==> src/rtl/clkgen_pkg.sv <==
// Clock-select encodings and divider increment decode shared by the cog clock generator.
package clkgen_pkg;

  localparam int CFG_W = 7;
  localparam int SEL_W = 5;

  typedef enum logic [SEL_W-1:0] {
    CS_PLL16X = 5'b11111,
    CS_PLL8X  = 5'b11110,
    CS_PLL4X  = 5'b11101,
    CS_PLL2X  = 5'b11100,
    CS_PLL1X  = 5'b11011,
    CS_XINPUT = 5'b01010
  } clksel_e;

  // RC oscillator modes only look at the low three select bits.
  localparam logic [2:0] RCFAST_LO = 3'b000;
  localparam logic [2:0] RCSLOW_LO = 3'b001;

  // Per-cycle divider increment for a clksel; div_w is at most 32.
  function automatic logic [31:0] inc_decode(input logic [SEL_W-1:0] sel, input int div_w);
    inc_decode = '0;
    case (sel)
      CS_PLL16X:           inc_decode = 32'd1 << (div_w - 1);
      CS_PLL8X:            inc_decode = 32'd1 << (div_w - 2);
      CS_PLL4X:            inc_decode = 32'd1 << (div_w - 3);
      CS_PLL2X:            inc_decode = 32'd1 << (div_w - 4);
      CS_PLL1X, CS_XINPUT: inc_decode = 32'd1 << (div_w - 5);
      default: begin
        if (sel[2:0] == RCFAST_LO)      inc_decode = 32'd1 << (div_w - 4);
        else if (sel[2:0] == RCSLOW_LO) inc_decode = 32'd1;
        else                            inc_decode = '0;
      end
    endcase
  endfunction

endpackage

==> src/rtl/cog_clkgen_if.sv <==
// Config write handshake into the cog clock generator.
interface cog_clkgen_if #(
  parameter int CHANNELS = 2
);
  import clkgen_pkg::*;

  localparam int CHAN_W = (CHANNELS > 1) ? $clog2(CHANNELS) : 1;

  logic              cfg_valid;
  logic              cfg_ready;
  logic [CHAN_W-1:0] cfg_chan;
  logic [CFG_W-1:0]  cfg_data;

  modport master (output cfg_valid, output cfg_chan, output cfg_data, input cfg_ready);
  modport slave  (input cfg_valid, input cfg_chan, input cfg_data, output cfg_ready);

endinterface

==> src/rtl/clkgen_chan.sv <==
// One cog clock channel: phase accumulator divider with a shadowed clock select
// that only switches at a clk_cog fall, while stopped, or under chan_res.
//
// state   | meaning
// ST_IDLE | running on the active select, ready for a write
// ST_PEND | shadow select waiting for a safe switch point (busy)
module clkgen_chan
  import clkgen_pkg::*;
#(
  parameter int               DIV_W     = 13,
  parameter logic [SEL_W-1:0] RESET_SEL = '0
) (
  input  logic             clock,
  input  logic             res_n,
  input  logic             chan_res,
  input  logic             wr,
  input  logic [SEL_W-1:0] wr_sel,
  output logic             busy,
  output logic             clk_cog,
  output logic             cog_en,
  output logic             pll_en
);

  typedef enum logic {ST_IDLE, ST_PEND} state_e;

  localparam logic [DIV_W-1:0] HALF = {1'b1, {(DIV_W-1){1'b0}}};

  state_e           state_q, state_d;
  logic [SEL_W-1:0] sel_q, sel_d, shadow_q, shadow_d;
  logic [DIV_W-1:0] div_q, div_d, inc, sum;
  logic             cog_en_q, cog_en_d, pll_en_q, pll_en_d;
  logic             wrap, apply, half;

  always_ff @(posedge clock or negedge res_n) begin
    if (!res_n) begin
      state_q  <= ST_IDLE;
      sel_q    <= RESET_SEL;
      shadow_q <= '0;
      div_q    <= '0;
      cog_en_q <= 1'b0;
      pll_en_q <= 1'b0;
    end else begin
      state_q  <= state_d;
      sel_q    <= sel_d;
      shadow_q <= shadow_d;
      div_q    <= div_d;
      cog_en_q <= cog_en_d;
      pll_en_q <= pll_en_d;
    end
  end

  always_comb begin
    inc      = chan_res ? HALF : DIV_W'(inc_decode(sel_q, DIV_W));
    sum      = div_q + inc;
    wrap     = div_q[DIV_W-1] & ~sum[DIV_W-1];
    half     = (inc == HALF);
    state_d  = state_q;
    sel_d    = sel_q;
    shadow_d = shadow_q;
    div_d    = sum;
    apply    = 1'b0;
    case (state_q)
      ST_IDLE: begin
        if (wr) begin
          shadow_d = wr_sel;
          state_d  = ST_PEND;
        end
      end
      ST_PEND: begin
        if (wrap || inc == '0 || chan_res) begin
          apply   = 1'b1;
          sel_d   = shadow_q;
          div_d   = '0;
          state_d = ST_IDLE;
        end
      end
      default: state_d = ST_IDLE;
    endcase
    // The switch cycle restarts the divider, so it never counts as a step.
    cog_en_d = div_d[DIV_W-1] & ~div_q[DIV_W-1];
    pll_en_d = (div_d[DIV_W-2] & ~div_q[DIV_W-2]) | (half & ~apply);
  end

  assign busy    = (state_q == ST_PEND);
  assign clk_cog = div_q[DIV_W-1];
  assign cog_en  = cog_en_q;
  assign pll_en  = pll_en_q;

endmodule

==> src/rtl/cog_clkgen.sv <==
// Cog clock generator: CHANNELS independent dividers off the fast PLL clock,
// reconfigured through a single valid/ready write port.
module cog_clkgen
  import clkgen_pkg::*;
#(
  parameter int               CHANNELS  = 2,
  parameter int               DIV_W     = 13,
  parameter logic [CFG_W-1:0] RESET_CFG = 7'h00
) (
  input  logic                clock,
  input  logic                res_n,
  cog_clkgen_if.slave         cfg,
  input  logic [CHANNELS-1:0] chan_res,
  output logic [CHANNELS-1:0] busy,
  output logic [CHANNELS-1:0] clk_cog,
  output logic [CHANNELS-1:0] cog_en,
  output logic [CHANNELS-1:0] pll_en
);

  localparam int CHAN_W = (CHANNELS > 1) ? $clog2(CHANNELS) : 1;

  logic [CHANNELS-1:0] sel_hit;
  logic [SEL_W-1:0]    wr_sel;
  logic                ready;
  logic                unused_oscm;

  // Out-of-range channel numbers match nothing and so read as not ready.
  always_comb begin
    sel_hit = '0;
    ready   = 1'b0;
    for (int i = 0; i < CHANNELS; i++) begin
      sel_hit[i] = (cfg.cfg_chan == CHAN_W'(i));
      if (sel_hit[i]) ready = ~busy[i];
    end
  end

  assign wr_sel        = {cfg.cfg_data[6:5], cfg.cfg_data[2:0]};
  assign unused_oscm   = ^cfg.cfg_data[4:3];
  assign cfg.cfg_ready = ready;

  for (genvar i = 0; i < CHANNELS; i++) begin : g_chan
    clkgen_chan #(
      .DIV_W     (DIV_W),
      .RESET_SEL ({RESET_CFG[6:5], RESET_CFG[2:0]})
    ) u_chan (
      .clock    (clock),
      .res_n    (res_n),
      .chan_res (chan_res[i]),
      .wr       (cfg.cfg_valid & ready & sel_hit[i]),
      .wr_sel   (wr_sel),
      .busy     (busy[i]),
      .clk_cog  (clk_cog[i]),
      .cog_en   (cog_en[i]),
      .pll_en   (pll_en[i])
    );
  end

endmodule

==> src/flat_wrapper.sv <==
// flat-port wrapper written by rule: the top's interface ports become plain ports
module cog_clkgen_flat import clkgen_pkg::*;
#(
  parameter int               CHANNELS  = 2,
  parameter int               DIV_W     = 13,
  parameter logic [CFG_W-1:0] RESET_CFG = 7'h00
)
  (clock, res_n, chan_res, busy, clk_cog, cog_en, pll_en, cfg_cfg_valid, cfg_cfg_chan, cfg_cfg_data, cfg_cfg_ready);
  cog_clkgen_if #(.CHANNELS(CHANNELS)) cfg_i ();
  input  logic clock;
  input  logic res_n;
  input  logic [CHANNELS-1:0] chan_res;
  output logic [CHANNELS-1:0] busy;
  output logic [CHANNELS-1:0] clk_cog;
  output logic [CHANNELS-1:0] cog_en;
  output logic [CHANNELS-1:0] pll_en;
  input wire logic [$bits(cfg_i.cfg_valid)-1:0] cfg_cfg_valid;
  input wire logic [$bits(cfg_i.cfg_chan)-1:0] cfg_cfg_chan;
  input wire logic [$bits(cfg_i.cfg_data)-1:0] cfg_cfg_data;
  output wire logic [$bits(cfg_i.cfg_ready)-1:0] cfg_cfg_ready;
  assign cfg_i.cfg_valid = cfg_cfg_valid;
  assign cfg_i.cfg_chan = cfg_cfg_chan;
  assign cfg_i.cfg_data = cfg_cfg_data;
  assign cfg_cfg_ready = cfg_i.cfg_ready;
  cog_clkgen #(.CHANNELS(CHANNELS), .DIV_W(DIV_W), .RESET_CFG(RESET_CFG)) u_core (.clock(clock), .res_n(res_n), .cfg(cfg_i), .chan_res(chan_res), .busy(busy), .clk_cog(clk_cog), .cog_en(cog_en), .pll_en(pll_en));
endmodule
==> config.mk <==
export PLATFORM = sky130hd
export DESIGN_NAME = cog_clkgen_flat
export DESIGN_NICKNAME = d
export VERILOG_FILES = /design/src/rtl/clkgen_pkg.sv /design/src/rtl/cog_clkgen_if.sv /design/src/rtl/clkgen_chan.sv /design/src/rtl/cog_clkgen.sv /design/src/flat_wrapper.sv
export SDC_FILE = /design/constraint.sdc
export NUM_CORES = 1
export LEC_CHECK = 0
export CAP_MARGIN = 20
export CORE_UTILIZATION = 30
export CTS_CLUSTER_SIZE = 30
export DETAILED_ROUTE_END_ITERATION = 7
export MAX_ROUTING_LAYER = met4
export PLACE_DENSITY = 0.57
export SLEW_MARGIN = 20
export SYNTH_ARGS = -nofsm -noshare
export SYNTH_HDL_FRONTEND = slang
export SYNTH_SLANG_ARGS = --single-unit
==> constraint.sdc <==
create_clock -name clock -period 3.5 [get_ports clock]
set_clock_uncertainty 0.1 [all_clocks]
set_input_delay 0.525 -clock clock [delete_from_list [all_inputs] [get_ports clock]]
set_output_delay 0.525 -clock clock [all_outputs]
set_load 0.01 [all_outputs]
==> results.md <==
Floorplanning:
- Once the floorplan was initialized, standard cells occupied 31.7% of the core.
- The die covers 0.00978 mm^2.
- The area inside the core boundary is 0.00889 mm^2.
- The die extent in y is 98.9 um.
- The count of pins on the block boundary is 22.
- In this run the core area contains 34 standard-cell rows.
- The die span in x is 98.9 um.

Final layout:
- The number of non-filler instances in the completed layout is 400.
- The filler cells instantiated in the layout total 895.
- The number of nets at the end of the flow is 319.
- The relative area change from synthesis to final layout is 13.3%.
- The total inserted antenna cells is 0.
- Of the cells placed in the final design, the portion with a size suffix greater than 1 is 15.4%.

Setup path:
- For the worst setup path, the data arrival time is 3.31 ns.
- The signal on the critical path passes through clkdlybuf4s50_1 > nand2b_1 > nor4b_1 > ha_1 > nand3_1 > nor4_1 > nor3_1 > a211o_1 > buf_4 > nor3_1.
- The longest individual stage delay on the worst path is 0.47 ns.
- The worst setup path is captured at a register.
- The library cell appearing most often on the critical path is sky130_fd_sc_hd__nor3_1.
- The master of the slowest instance on the critical path is sky130_fd_sc_hd__clkdlybuf4s50_1.
- The worst setup path is of the primary input to register kind.
- The worst setup path is launched from a primary input.
- In this run the worst path has a maximum fanout of 9.
- Data on the critical path is required at its endpoint by 3.63 ns.

Logic synthesis:
- In this run, synthesis produced a sequential element count of 52.
- The fraction of the mapped netlist area in compound gates is 10.3%.
- Of the total synthesized cell area, the portion taken by full adders, half adders and majority gates is 5.33%.
- Synthesis produced 270 cells.
- After synthesis, the share of cell area in mux cells is 9.38%.
- The post-synthesis net count is 295.
- The number of enable flip-flop cells after synthesis is 0.
- The async set-or-reset flop fraction in the synthesized netlist is 100%.
- Of the total synthesized cell area, the portion taken by XOR and XNOR cells is 7.16%.
- In this run the cell area of the synthesized design comes to 0.00282 mm^2.
- After synthesis, the largest family of logic cells by area is simple AND/OR/NAND/NOR gates.
- In the synthesized netlist the dominant register cell turns out to be sky130_fd_sc_hd__dfrtp_1.
- The Yosys step of the flow raised 0 warnings.
- The sequential cell area fraction in the yosys report is 46.2%.
- The number of distinct library cell variants in the gate-level netlist after synthesis is 48.
- After Yosys synthesis, and, or, nand and nor cells account for 16.4% of the synthesized area.
- Dividing the synthesized area by the synthesized cell count gives 10.4 um^2.

Timing:
- Setup violations remaining at the end of the flow were counted as 0.
- Of the available clock period, the critical path in the final layout requires 91.0%.
- The transition time at the pin with the least slew margin is 0.584 ns.
- For the final routed database, the setup TNS stands at 0 ns.
- The number of max-slew violations in the final report is 0.
- The count of endpoints failing hold in the final timing report was 0.
- Setup slack on the critical path of the routed design comes to 0.316 ns.
- The normalized max-slew margin is 61.0%.
- Setup repair after global routing left no endpoint under its margin.
- For this run, the top clock speed supported by timing is 314 MHz.
- After layout, the minimum clock period comes to 3.18 ns.
- Hold timing on the final database bottoms out at a slack of 0.112 ns.

Pwr:
- The leakage power figure is 1.42 nW.
- The sum of internal, switching and leakage power is 0.00203 W.
- The peak supply drop is 222 uV.
- For this design the ratio of total power to cell area is 636 mW/mm^2.

GRT:
- The pin count of the biggest net entering global routing is 30.
- The number of global-route vias before repair is 1883.
- The total grt overflow is 0.
- The first-pass GRT wire length is 8.90 mm.
- The number of antenna violations at the first check in global routing is 0.
- Global routing consumed, over all layers together, 11.9% of the routing resources.

Routing:
- The routed wirelength normalized by instance count is 13.0 um.
- The count of nets left with antenna violations once routing finished came out at 0.
- The met2 routed wirelength is 2.25 mm.
- Using the TritonRoute via totals, the vias-per-cell ratio works out to 4.94.
- The count of routing violations after the opening detailed-route iteration is 73.
- The number of iterations in the first detailed-routing pass is 4.
- The total vias in the final route is 1977.
- The routed metal-1 wire length is 2.55 mm.
- The total wire length after detailed routing is 5.18 mm.
- Detailed routing placed a total of 293 um of wire on met3.
- The uppermost layer routed is met4.
- The total DRC errors in the routed layout is 0.

Clocking:
- The buffer cell driving the clock tree root is sky130_fd_sc_hd__clkbuf_8.
- The clock latency on the worst-skew pair is 0.30 ns.
- The CTS buffer count is 5.
- The number of buffers inserted to repair setup after CTS is 0.
- The maximum root-to-sink buffer count is 2.
- The depth of the CTS H-tree is 2.
- TritonCTS built the clock tree.
- The number of gates resized after CTS was 0.
- The number of clock sinks is 52.
- After clock tree synthesis, the clock-pin slew on the worst setup and hold paths is 0.09 ns.
- Buffers inserted to repair hold after CTS numbered 0.

Placed design:
- The HPWL reported at the end of detailed placement is 3.72 mm.
- During placement, the flow inserted port buffers numbering 19.
- The post-placement setup slack is -0.0302 ns.
- Routability-driven placement finished with a final weighted congestion of 0.813.
- The number of instances in the placed design is 395.

Hold path:
- The worst hold path belongs to the class primary input to asynchronous set/reset pin.

Run status:
- The run finished with clean final reports.

Job:
- The max-cap violation count is 0.
==> critical path: cells and delay by family <==
family | cells | cell delay, ns
fa+ha+maj | 1 | 0.26
compound gates | 1 | 0.45
simple gates | 6 | 1.37
buf+inv | 2 | 0.71
==> state kept, by name (all words and copies together) (netlist names) <==
| name | cells |
|---|---|
| u_core.g_chan.u_chan.busy | 2 |
| u_core.g_chan.u_chan.sel_q | 10 |
| u_core.g_chan.u_chan.pll_en | 2 |
| u_core.g_chan.u_chan.shadow_q | 10 |
| u_core.g_chan.u_chan.cog_en | 2 |
| u_core.g_chan.u_chan.div_q | 26 |
==> area by class of cell <==
| type | instances | area, um^2 | area share (%) |
|---|---|---|---|
| multi-input combinational | 193 | 1370 | 42.9 |
| timing repair buffer | 31 | 275 | 8.63 |
| inverter | 11 | 41.3 | 1.29 |
| sequential | 52 | 1300 | 40.8 |
| tap | 108 | 135 | 4.24 |
| clock buffer | 5 | 68.8 | 2.16 |
==> report_power, final <==
part	switching, W	internal [W]
Clock	0.000185	0.000130
Combinational	0.000340	0.000413
Sequential	0.000185	0.000775
==> metal layers <==
metal | up-vias | global-route usage (%)
met5 | - | -
met4 | 0 | 4.82
met3 | 7 | 3.76
met2 | 37 | 17.2
met1 | 943 | 15.4
li1 | 990 | -
==> Yosys cell counts, types with 7 or more instances <==
cell	instances	area share (%)
sky130_fd_sc_hd__xnor2_1	10	3.1
sky130_fd_sc_hd__nand2_1	13	1.7
sky130_fd_sc_hd__ha_1	12	5.3
sky130_fd_sc_hd__dfrtp_1	52	46
sky130_fd_sc_hd__buf_4	9	2.4
sky130_fd_sc_hd__inv_1	11	1.5
sky130_fd_sc_hd__nor2_1	39	5.2
sky130_fd_sc_hd__a21oi_1	8	1.4
sky130_fd_sc_hd__xor2_1	13	4.0
sky130_fd_sc_hd__o21ai_0	7	1.2
sky130_fd_sc_hd__mux2_2	15	6.0
sky130_fd_sc_hd__nand3_1	11	2.0
==> cells by family after synthesis <==
kind of cell | count (synthesis)
AND/OR/NAND/NOR | 94
flip-flops | 52
AO/OA/AOI/OAI | 42
buffers and inverters | 25
XOR/XNOR | 23
multiplexers | 22
adder cells (fa/ha/maj) | 12
==> worst paths after layout <==
check	slack [ns]	start	cells after the start	to
setup reg to reg	0.46	u_core.g_chan[0].u_chan.sel_q[4]$_DFFE_PN0P_	10	u_core.g_chan[0].u_chan.div_q[4]$_DFF_PN0_
hold / removal	0.11	res_n	1	u_core.g_chan[1].u_chan.div_q[10]$_DFF_PN0_
min in group clock	0.41	u_core.g_chan[1].u_chan.shadow_q[1]$_DFFE_PN0P_	1	u_core.g_chan[1].u_chan.sel_q[1]$_DFFE_PN0P_
setup / recovery	0.32	chan_res[0]	10	u_core.g_chan[0].u_chan.div_q[4]$_DFF_PN0_
hold reg to reg	0.41	u_core.g_chan[1].u_chan.shadow_q[1]$_DFFE_PN0P_	1	u_core.g_chan[1].u_chan.sel_q[1]$_DFFE_PN0P_
max in group asynchronous	2.39	res_n	2	u_core.g_chan[1].u_chan.sel_q[1]$_DFFE_PN0P_
==> through the flow <==
stage	util (%)	cell area, um^2
2_1_floorplan	-	2820
3_3_place_gp	35.1	3120
3_5_place_dp	35.1	3120
4_1_cts	35.9	3190
5_1_grt	35.9	3190
6_report	35.9	3190
==> layout by cell type (no fill, tap or decap), drive strengths merged, types with 2 or more instances in the layout <==
| cell | instances |
|---|---|
| nor2 | 39 |
| nor2b | 2 |
| mux2 | 20 |
| nor3 | 4 |
| inv | 11 |
| xnor2 | 10 |
| xor2 | 13 |
| a21oi | 8 |
| a21o | 2 |
| o21ai | 7 |
| nor4b | 2 |
| or3 | 3 |
| a31oi | 6 |
| nor3b | 2 |
| nor4 | 2 |
| clkdlybuf4s50 | 18 |
| dfrtp | 52 |
| nand4 | 2 |
| o31ai | 2 |
| mux2i | 2 |
| nand3 | 12 |
| ha | 12 |
| or3b | 2 |
| a211oi | 3 |
| and3 | 5 |
| clkbuf | 5 |
| a2111oi | 2 |
| nand3b | 2 |
| a31o | 4 |
| buf | 13 |
| nand2 | 13 |
No activity file was read; power rests on OpenSTA's default activity.
